File: config.mk
export PLATFORM = sky130hd
export DESIGN_NAME = mem_port_arbiter
export DESIGN_NICKNAME = d
export VERILOG_FILES = /design/src/rtl/mem_port_arbiter.sv
export SDC_FILE = /design/constraint.sdc
export NUM_CORES = 1
export LEC_CHECK = 0
export ABC_AREA = 1
export ABC_CLOCK_PERIOD_IN_PS = 2009
export CAP_MARGIN = 20
export CELL_PAD_IN_SITES_DETAIL_PLACEMENT = 1
export CELL_PAD_IN_SITES_GLOBAL_PLACEMENT = 2
export CORE_ASPECT_RATIO = 1.4
export CORE_MARGIN = 5
export CORE_UTILIZATION = 21
export DETAILED_ROUTE_END_ITERATION = 16
export PLACE_DENSITY_LB_ADDON = 0.05
export SYNTH_ARGS = -nofsm -noshare
export SYNTH_HDL_FRONTEND = slang
export SYNTH_SLANG_ARGS = --single-unit
File: constraint.sdc
create_clock -name CLK -period 2.01 [get_ports CLK]
set_input_delay 0.201 -clock CLK [delete_from_list [all_inputs] [get_ports CLK]]
set_output_delay 0.201 -clock CLK [all_outputs]
set_load 0.05 [all_outputs]
File: src/rtl/mem_port_arbiter.sv
// Shares one external memory port between the I-side (fetch) and D-side (load/store) requesters.
// D wins ties unless I has been starved for STARVE_LIMIT consecutive D grants.
module mem_port_arbiter #(
  parameter int STARVE_LIMIT = 4,
  parameter int CNT_W        = 3
) (
  input  logic        CLK,
  input  logic        RESET,
  input  logic        I_READ,
  input  logic [31:0] I_ADDR,
  output logic [31:0] I_READDATA,
  output logic        I_BUSYWAIT,
  input  logic [3:0]  D_READ,
  input  logic [2:0]  D_WRITE,
  input  logic [31:0] D_ADDR,
  input  logic [31:0] D_WRITEDATA,
  output logic [31:0] D_READDATA,
  output logic        D_BUSYWAIT,
  output logic [3:0]  M_READ,
  output logic [2:0]  M_WRITE,
  output logic [31:0] M_ADDR,
  output logic [31:0] M_WRITEDATA,
  input  logic [31:0] M_READDATA,
  input  logic        M_BUSYWAIT
);

  // state  | meaning
  // IDLE   | decision cycle, no memory op in flight
  // I_ACC  | I-side word read presented to memory
  // D_ACC  | D-side load/store presented to memory
  // I_DONE | I-side result valid, I_BUSYWAIT released
  // D_DONE | D-side result valid, D_BUSYWAIT released
  typedef enum logic [2:0] {
    IDLE   = 3'd0,
    I_ACC  = 3'd1,
    D_ACC  = 3'd2,
    I_DONE = 3'd3,
    D_DONE = 3'd4
  } state_t;

  localparam logic [CNT_W-1:0] LIMIT_C  = CNT_W'(STARVE_LIMIT);
  localparam logic [3:0]       I_RD_CTL = 4'b1010;

  state_t           state_q, state_d;
  logic             first_q, first_d;
  logic [CNT_W-1:0] starve_cnt_q, starve_cnt_d;
  logic [3:0]       m_read_q, m_read_d;
  logic [2:0]       m_write_q, m_write_d;
  logic [31:0]      m_addr_q, m_addr_d;
  logic [31:0]      m_wdata_q, m_wdata_d;
  logic [31:0]      i_rdata_q, i_rdata_d;
  logic [31:0]      d_rdata_q, d_rdata_d;

  logic i_req;
  logic d_req;
  logic i_forced;

  assign i_req    = I_READ;
  assign d_req    = D_READ[3] | D_WRITE[2];
  assign i_forced = i_req && (starve_cnt_q == LIMIT_C);

  always_ff @(posedge CLK) begin
    if (RESET) begin
      state_q      <= IDLE;
      first_q      <= 1'b0;
      starve_cnt_q <= '0;
      m_read_q     <= '0;
      m_write_q    <= '0;
      m_addr_q     <= '0;
      m_wdata_q    <= '0;
      i_rdata_q    <= '0;
      d_rdata_q    <= '0;
    end else begin
      state_q      <= state_d;
      first_q      <= first_d;
      starve_cnt_q <= starve_cnt_d;
      m_read_q     <= m_read_d;
      m_write_q    <= m_write_d;
      m_addr_q     <= m_addr_d;
      m_wdata_q    <= m_wdata_d;
      i_rdata_q    <= i_rdata_d;
      d_rdata_q    <= d_rdata_d;
    end
  end

  always_comb begin
    state_d      = state_q;
    first_d      = first_q;
    starve_cnt_d = starve_cnt_q;
    m_read_d     = m_read_q;
    m_write_d    = m_write_q;
    m_addr_d     = m_addr_q;
    m_wdata_d    = m_wdata_q;
    i_rdata_d    = i_rdata_q;
    d_rdata_d    = d_rdata_q;

    case (state_q)
      IDLE: begin
        if (d_req && !i_forced) begin
          state_d   = D_ACC;
          first_d   = 1'b1;
          m_read_d  = D_READ;
          m_write_d = D_WRITE;
          m_addr_d  = D_ADDR;
          m_wdata_d = D_WRITEDATA;
          if (!i_req) begin
            starve_cnt_d = '0;
          end else if (starve_cnt_q != LIMIT_C) begin
            starve_cnt_d = starve_cnt_q + 1'b1;
          end
        end else if (i_req) begin
          state_d      = I_ACC;
          first_d      = 1'b1;
          m_read_d     = I_RD_CTL;
          m_write_d    = '0;
          m_addr_d     = I_ADDR;
          starve_cnt_d = '0;
        end
      end

      // The memory registers its busywait, so it is only meaningful from the second cycle.
      I_ACC, D_ACC: begin
        if (first_q) begin
          first_d = 1'b0;
        end else if (!M_BUSYWAIT) begin
          if (state_q == I_ACC) begin
            i_rdata_d = M_READDATA;
            state_d   = I_DONE;
          end else begin
            if (m_read_q[3]) begin
              d_rdata_d = M_READDATA;
            end
            state_d = D_DONE;
          end
          m_read_d  = '0;
          m_write_d = '0;
        end
      end

      I_DONE, D_DONE: begin
        state_d = IDLE;
      end

      default: begin
        state_d = IDLE;
      end
    endcase
  end

  assign I_BUSYWAIT  = i_req && (state_q != I_DONE);
  assign D_BUSYWAIT  = d_req && (state_q != D_DONE);
  assign I_READDATA  = i_rdata_q;
  assign D_READDATA  = d_rdata_q;
  assign M_READ      = m_read_q;
  assign M_WRITE     = m_write_q;
  assign M_ADDR      = m_addr_q;
  assign M_WRITEDATA = m_wdata_q;

endmodule

==> results of run 1 <==
[how the worst min path moves through the flow]
stage                                 to  depth (start not counted)
after detailed placement   I_READDATA[9]                          2
after floorplan                  first_q                          1
after CTS                     M_ADDR[27]                          3
final                         M_ADDR[27]                          3
after global routing          M_ADDR[31]                          3
after global placement    I_READDATA[20]                          2
[stage by stage]
stage / setup TNS (ns) / utilization
global placement: -0.0241 / 0.337
floorplan: 0 / -
detailed placement: -0.0636 / 0.337
CTS: 0 / 0.358
global route: 0 / 0.358
finish: 0 / 0.358
[routing by layer]
metal	vias to the layer above	part of all wire	track usage	wire, um
met3	19	0.064	0.0513	1460
met1	2759	0.39	0.162	8850
met5	-	0.0018	0	41
li1	2853	-	-	-
met2	156	0.53	0.284	12200
met4	6	0.013	0.0467	289
[registers in the layout, summed over array words and instances (netlist names)]
| register | flops |
|---|---|
| M_WRITE | 3 |
| starve_cnt_q | 3 |
| M_ADDR | 32 |
| M_READ | 4 |
| D_READDATA | 32 |
| first_q | 1 |
| I_READDATA | 32 |
| M_WRITEDATA | 32 |
| state_q | 3 |
[synthesized netlist by cell type, drive strengths merged]
master	instances	area [um2]
nand4	1	6.26
nand3	8	50.1
inv	54	203
nor3	3	26.3
a31oi	2	12.5
nor2	153	592
nand2	67	282
xor2	1	8.76
a21oi	106	531
clkinv	1	3.75
buf	22	115
ha	2	25.0
o21ai	129	646
dfxtp	142	2840
o211ai	1	7.51
clkbuf	25	97.6
[cell families after synthesis]
group / count (synthesis) / share of synthesized area
AND/OR/NAND/NOR: 232 / 0.175
flip-flops: 142 / 0.522
buffers and inverters: 102 / 0.0769
AO/OA/AOI/OAI: 238 / 0.220
XOR/XNOR: 1 / 0.00161
adder cells (fa/ha/maj): 2 / 0.00459
[cell type report]
type | count | area, um2
Clock buffer | 19 | 443
Clock inverter | 9 | 97.6
Fill cell | 2991 | 16300
Inverter | 55 | 210
Multi-Input combinational cell | 473 | 2190
Sequential cell | 142 | 2840
Tap cell | 319 | 399
Timing Repair Buffer | 288 | 2940
[tightest hold or removal path, delay by kind of cell]
kind	cells	cell delay (ns)
simple gates	1	0.06
buf+inv	1	0.39
compound gates	1	0.05
[where the power goes]
part	internal, mW	switching [mW]
Sequential	3.47	0.360
Clock	1.82	1.19
Combinational	1.91	4.08
[timing repair]
item | CTS | global route
setup endpoints to repair | 0 | 8
hold buffers | 0 | 0
resized for setup | 0 | 4
==> metrics.yaml, run 1 <==
total_power_mw: 12.8
cts.htree.levels: 4
synth-seq-cells: 142
rr_startpoint: "starve_cnt_q[0]"
startpoint_type: "flip-flop"
critPathCaptureType: "output port"
syn-cell-area_um2: 5450
relSlewSlack: 0.495
final_common_cell: "clkdlybuf4s50_1"
postRouteAntennaNets: 0
status: "finished, final reports clean"
setup_viol: 0
clock_path_buffers: 2
hold_ws_ns: 0.334
gp_congestion: 0.762
maxCapViolations: 0
p_leak_nw: 3.60
first_iter_violations: 193
clock-sinks: 142
grt_pass1_vias: 6251
ys_seq_area_frac: 0.522
syn_to_final_growth_pct: 67.5
syn_inst: 717
place_area_um2: 8580
worst_slew_pin_slew_ns: 0.755
die_height_um: 201
antenna_found_initial: 3
cts_tree: "built"
fin_crit_ns: 1.85
yosysWarnings: 0
final_area_um2: 9130
fin_crit_sh: 0.919
root_buffer: "clkbuf_16"
drive_above_1_share: 0.0629
rsz0062_at_grt: "no"
rows: 69
crit_fanout: 3
grt_pass1_wl_um: 35400
cp-endpoint: "M_READ[3]"
clk_pin_slew_ns: 0.06
grt_use_total: 0.153
synth_fp_nets: 858
cp.arrival_ns: 1.65
numCtsBuffers: 17
core_um2: 25500
place_ws_ns: -0.0636
finalMaxSlewViolations: 0
drt-total-wl_um: 22800
io_pins: 276
crit_type: "flip-flop to output port"
ys_types: 26
cp_top_family: "buffers and inverters"
nets: 1118
placed_cells: 1277
finClkSkew_ns: 0.0104
fmax_mhz: 542
postCtsSetupBuffers: 0
place.port_buffers: 275
crit_chain: "clkdlybuf4s50_1"
drt_drc_violations_left: 0
path_buf_inv: 1
dp_hpwl_um: 16900
hold_viol_final: 0
slowest_stage: "clkdlybuf4s50_1"
antenna_cells: 0
hold_path.class: "input port to flip-flop"
clk_latency_ns: 0.42
slowest_delay_ns: 0.84
grt_max_degree: 87
via_per_inst: 4.44
worst_r2r_path_depth: 8
vias: 5793
wl_per_cell_um: 17.5
drtPass1Iterations: 4
initial_core_util: 0.214
max-vdd-ir-drop_uv: 685
final_cell_mix: "271 x clkdlybuf4s50_1, 150 x nor2_1, 142 x dfxtp_1"
die_w_um: 146
syn_area_per_cell_um2: 7.60
path_depth: 1
setup_slack_ns: 0.164
grt.overflow.total: 0
worstPathRequired_ns: 1.81
p_per_area_nw_per_um2: 1410
die_area_um2: 29300
hp-start: "D_ADDR[27]"
cp-startpoint: "M_READ[3]"
final_cells: 1305
worst-r2r-setup-slack_ns: 0.24
r2r-end: "starve_cnt_q[1]"
No activity file was read; power rests on OpenSTA's default activity.
==> inputs of run 2 (changes only) <==
--- a/config.mk
+++ b/config.mk
@@ -6,7 +6,6 @@
 export NUM_CORES = 1
 export LEC_CHECK = 0
 export ABC_AREA = 1
-export ABC_CLOCK_PERIOD_IN_PS = 2009
 export CAP_MARGIN = 20
 export CELL_PAD_IN_SITES_DETAIL_PLACEMENT = 1
 export CELL_PAD_IN_SITES_GLOBAL_PLACEMENT = 2
==> results of run 2 <==
No change in the layout: final DEF, timing and power equal those of run 1.
==> inputs of run 3 (changes only) <==
--- a/config.mk
+++ b/config.mk
@@ -12,6 +12,7 @@
 export CORE_ASPECT_RATIO = 1.4
 export CORE_MARGIN = 5
 export CORE_UTILIZATION = 21
+export CTS_CLUSTER_DIAMETER = 40
 export DETAILED_ROUTE_END_ITERATION = 16
 export PLACE_DENSITY_LB_ADDON = 0.05
 export SYNTH_ARGS = -nofsm -noshare
==> results of run 3 <==
No change in the layout: final DEF, timing and power equal those of run 1.
==> RTL edit (config.mk and constraints of run 2) <==
Re-encode `state_t` (5 states) as one-hot, 5 bits wide.
--- a/src/rtl/mem_port_arbiter.sv
+++ b/src/rtl/mem_port_arbiter.sv
@@ -32,8 +32,8 @@
   // D_DONE | D-side result valid, D_BUSYWAIT released
-  typedef enum logic [2:0] {
-    IDLE   = 3'd0,
-    I_ACC  = 3'd1,
-    D_ACC  = 3'd2,
-    I_DONE = 3'd3,
-    D_DONE = 3'd4
+  typedef enum logic [4:0] {
+    IDLE   = 5'b00001,
+    I_ACC  = 5'b00010,
+    D_ACC  = 5'b00100,
+    I_DONE = 5'b01000,
+    D_DONE = 5'b10000
   } state_t;
Check against the original RTL: no difference found for any inputs over 4 cycles, from zero or initial values and one cycle with RESET high; so few cycles prove little.
==> RTL edit against run 2 <==
Total power grew 8.7%. Area after synthesis grew 4.1%. Cell area grew 4.5%. Critical path depth is the same. Sequential cell count grew 2. Setup slack lost 0.00053 ns. Routed wire length shrank 0.46%. Count of clock-buffer cells in the layout shrank 1. Clock power grew 18%. Highest routed layer is now met4.
==> RTL edit: results (changes against run 2) <==
The flow ran to the end, and the final reports show no timing, DRC or antenna violations. The number of DRC violations after detailed-routing iteration 0 was 161 (-17%); the total of max-cap violations was 0 (unchanged). The detailed placer's ending HPWL was 16,100 µm (-4.8%). Number of buffers inserted by port buffering: 275 (unchanged). Ranked by instance count, the synthesized netlist is headed by sky130_fd_sc_hd__nor2_1, sky130_fd_sc_hd__dfxtp_1, sky130_fd_sc_hd__o21ai_0.

The final worst clock skew came out at 0.00620 ns (-0.00420 ns). The cell family with the largest share of critical-path delay is buffers and inverters. In the post-synthesis netlist, the biggest area contributors are sky130_fd_sc_hd__dfxtp_1, sky130_fd_sc_hd__nor2_1, sky130_fd_sc_hd__o21ai_0. The worst ir drop on vdd is 603 µV (-12%), and the highest net fanout along the worst path is 2 (-1).

For the maximum number of buffers from clock root to sink, the log shows 2 (unchanged). The tools report the number of different library cells in the post-synthesis netlist as 26 (unchanged). The root buffer cell chosen for the clock tree is sky130_fd_sc_hd__clkbuf_16.

Share of post-route cells with drive strength above 1: 7.85% (+1.6 points). The worst min-delay path class was primary input to register. The number of nets at the end of the flow was 1,172 (+4.8%); the number of cells upsized or downsized after cts was 0 (unchanged). The primary flip-flop cell chosen by synthesis mapping was sky130_fd_sc_hd__dfxtp_1.

The number of synthesized flops with an enable pin works out to 0 (unchanged). The tools report the placement-stage cell area as 8880 µm² (+3.6%). The max-slew headroom at the worst pin came out at 50.8% (+1.3 points). The logs give 4 (unchanged) for the number of levels the H-tree was split into and 3.87 nW (+7.5%) for the leakage power of the design. The number of global-route vias before repair was 6,206 (-0.72%). The logs give 0 (unchanged) for the antenna violation net count after detailed routing and 4 (unchanged) for the number of iterations in the first detailed-routing pass. The sequential fraction of the synthesis area was 50.8% (-1.3 points); the detailed-route wire length was 22,700 µm (-0.46%).

The run gives 0 (-3) as the initial antenna violation count. The run gives 5,827 (+0.59%) as the via count. For the overall routing resource usage, the log shows 14.8% (-0.52 points). The global-route wire length before repair came out at 35,300 µm (-0.52%).

For the global placer's final weighted congestion, the log shows 0.728 (-4.4%). The post-CTS setup-driven buffer insertion count was 0 (unchanged). Clock latency of the later-clocked register in the worst-skew pair: 0.42 ns (about the same).

The number of nets in the synthesized netlist was 905 (+5.5%); the maximum single-stage delay on the critical path was 0.86 ns (+0.02 ns). The maximum number of pins on one net before global-route repair came out at 44 (-49%). Among all stages on the critical path, the largest delay is contributed by sky130_fd_sc_hd__clkdlybuf4s50_1. The clock-pin slew on the worst setup and hold paths was 0.06 ns (about the same); the final-layout fill cell count was 3,174 (+6.1%).

For the data arrival at the endpoint of the critical path, the log shows 1.65 ns (about the same). The tools report the yosys synthesis warning count as 0 (unchanged). The total CTS buffers was 17 (unchanged). The share of synthesized registers carrying an async set or reset was 0% (unchanged).
RTL edit: changes by cell type after synthesis, moves of 4 or more:
cell and delta:
sky130_fd_sc_hd__o21ai_1 +26, sky130_fd_sc_hd__buf_6 +5, sky130_fd_sc_hd__nor2_1 +134, sky130_fd_sc_hd__o21ai_0 -25, sky130_fd_sc_hd__a21oi_1 -69, sky130_fd_sc_hd__clkbuf_1 -6, sky130_fd_sc_hd__buf_2 +4, sky130_fd_sc_hd__inv_1 -32
RTL edit: kinds of logic (layout without fill, tap and decap cells):
logic type	count (synthesis)	count (layout)	synth area share (%)
XOR/XNOR	1	1	0.154
flip-flops	144	144	50.8
other	0	1	0
AND/OR/NAND/NOR	375	375	27.3
AO/OA/AOI/OAI	168	168	14.9
buffers and inverters	74	354	6.35
adder cells (fa/ha/maj)	2	2	0.441
RTL edit: power by group:
| part | switching, W | internal, W | total [W] |
|---|---|---|---|
| combinational | 0.00430 | 0.00221 | 0.00651 |
| sequential | 0.000352 | 0.00355 | 0.00390 |
| clock | 0.00131 | 0.00223 | 0.00355 |
| total | 0.00597 | 0.00799 | 0.0140 |
RTL edit: path summary, 6_finish.rpt:
path	slack, ns	depth (start not counted)	to	startpoint
max	0.16	1	M_WRITE[2]	M_WRITE[2]$_SDFFE_PP0P_
min	0.36	3	M_WRITEDATA[10]$_SDFFE_PP0P_	D_WRITEDATA[10]
max reg2reg	0.37	9	M_ADDR[16]$_SDFFE_PP0P_	starve_cnt_q[0]$_SDFFE_PP0P_
min reg2reg	0.46	2	M_ADDR[6]$_SDFFE_PP0P_	M_ADDR[6]$_SDFFE_PP0P_
RTL edit: per-stage QoR:
| stage | instances | utilization, % | total power, W | worst slack [ns] |
|---|---|---|---|---|
| 4_1_cts | 1409 | 35.7 | 0.0143 | 0.0997 |
| 3_3_place_gp | 1377 | 33.2 | 0.0106 | 0.138 |
| 3_5_place_dp | 1377 | 33.2 | 0.0106 | 0.127 |
| 6_report | 1410 | 35.7 | 0.0140 | 0.163 |
| 5_1_grt | 1409 | 35.7 | 0.0148 | 0.0563 |
| 2_1_floorplan | 764 | - | 0.00826 | 0.505 |
RTL edit: area by class of cell:
| type | instances | share of cell area, % |
|---|---|---|
| antenna | 1 | 0.0262 |
| clock buffer | 18 | 4.60 |
| clock inverter | 14 | 2.23 |
| inverter | 25 | 0.984 |
| multi-input combinational | 546 | 25.4 |
| sequential | 144 | 30.2 |
| tap | 365 | 4.79 |
| timing repair buffer | 297 | 31.7 |
RTL edit: routing by layer:
| metal | global-route usage, % | routed length, µm | vias up |
|---|---|---|---|
| met5 | 0 | 0 | - |
| met4 | 3.34 | 184 | 0 |
| met3 | 5.46 | 1660 | 12 |
| met2 | 25.3 | 11100 | 156 |
| met1 | 17.7 | 9800 | 2693 |
| li1 | - | - | 2966 |
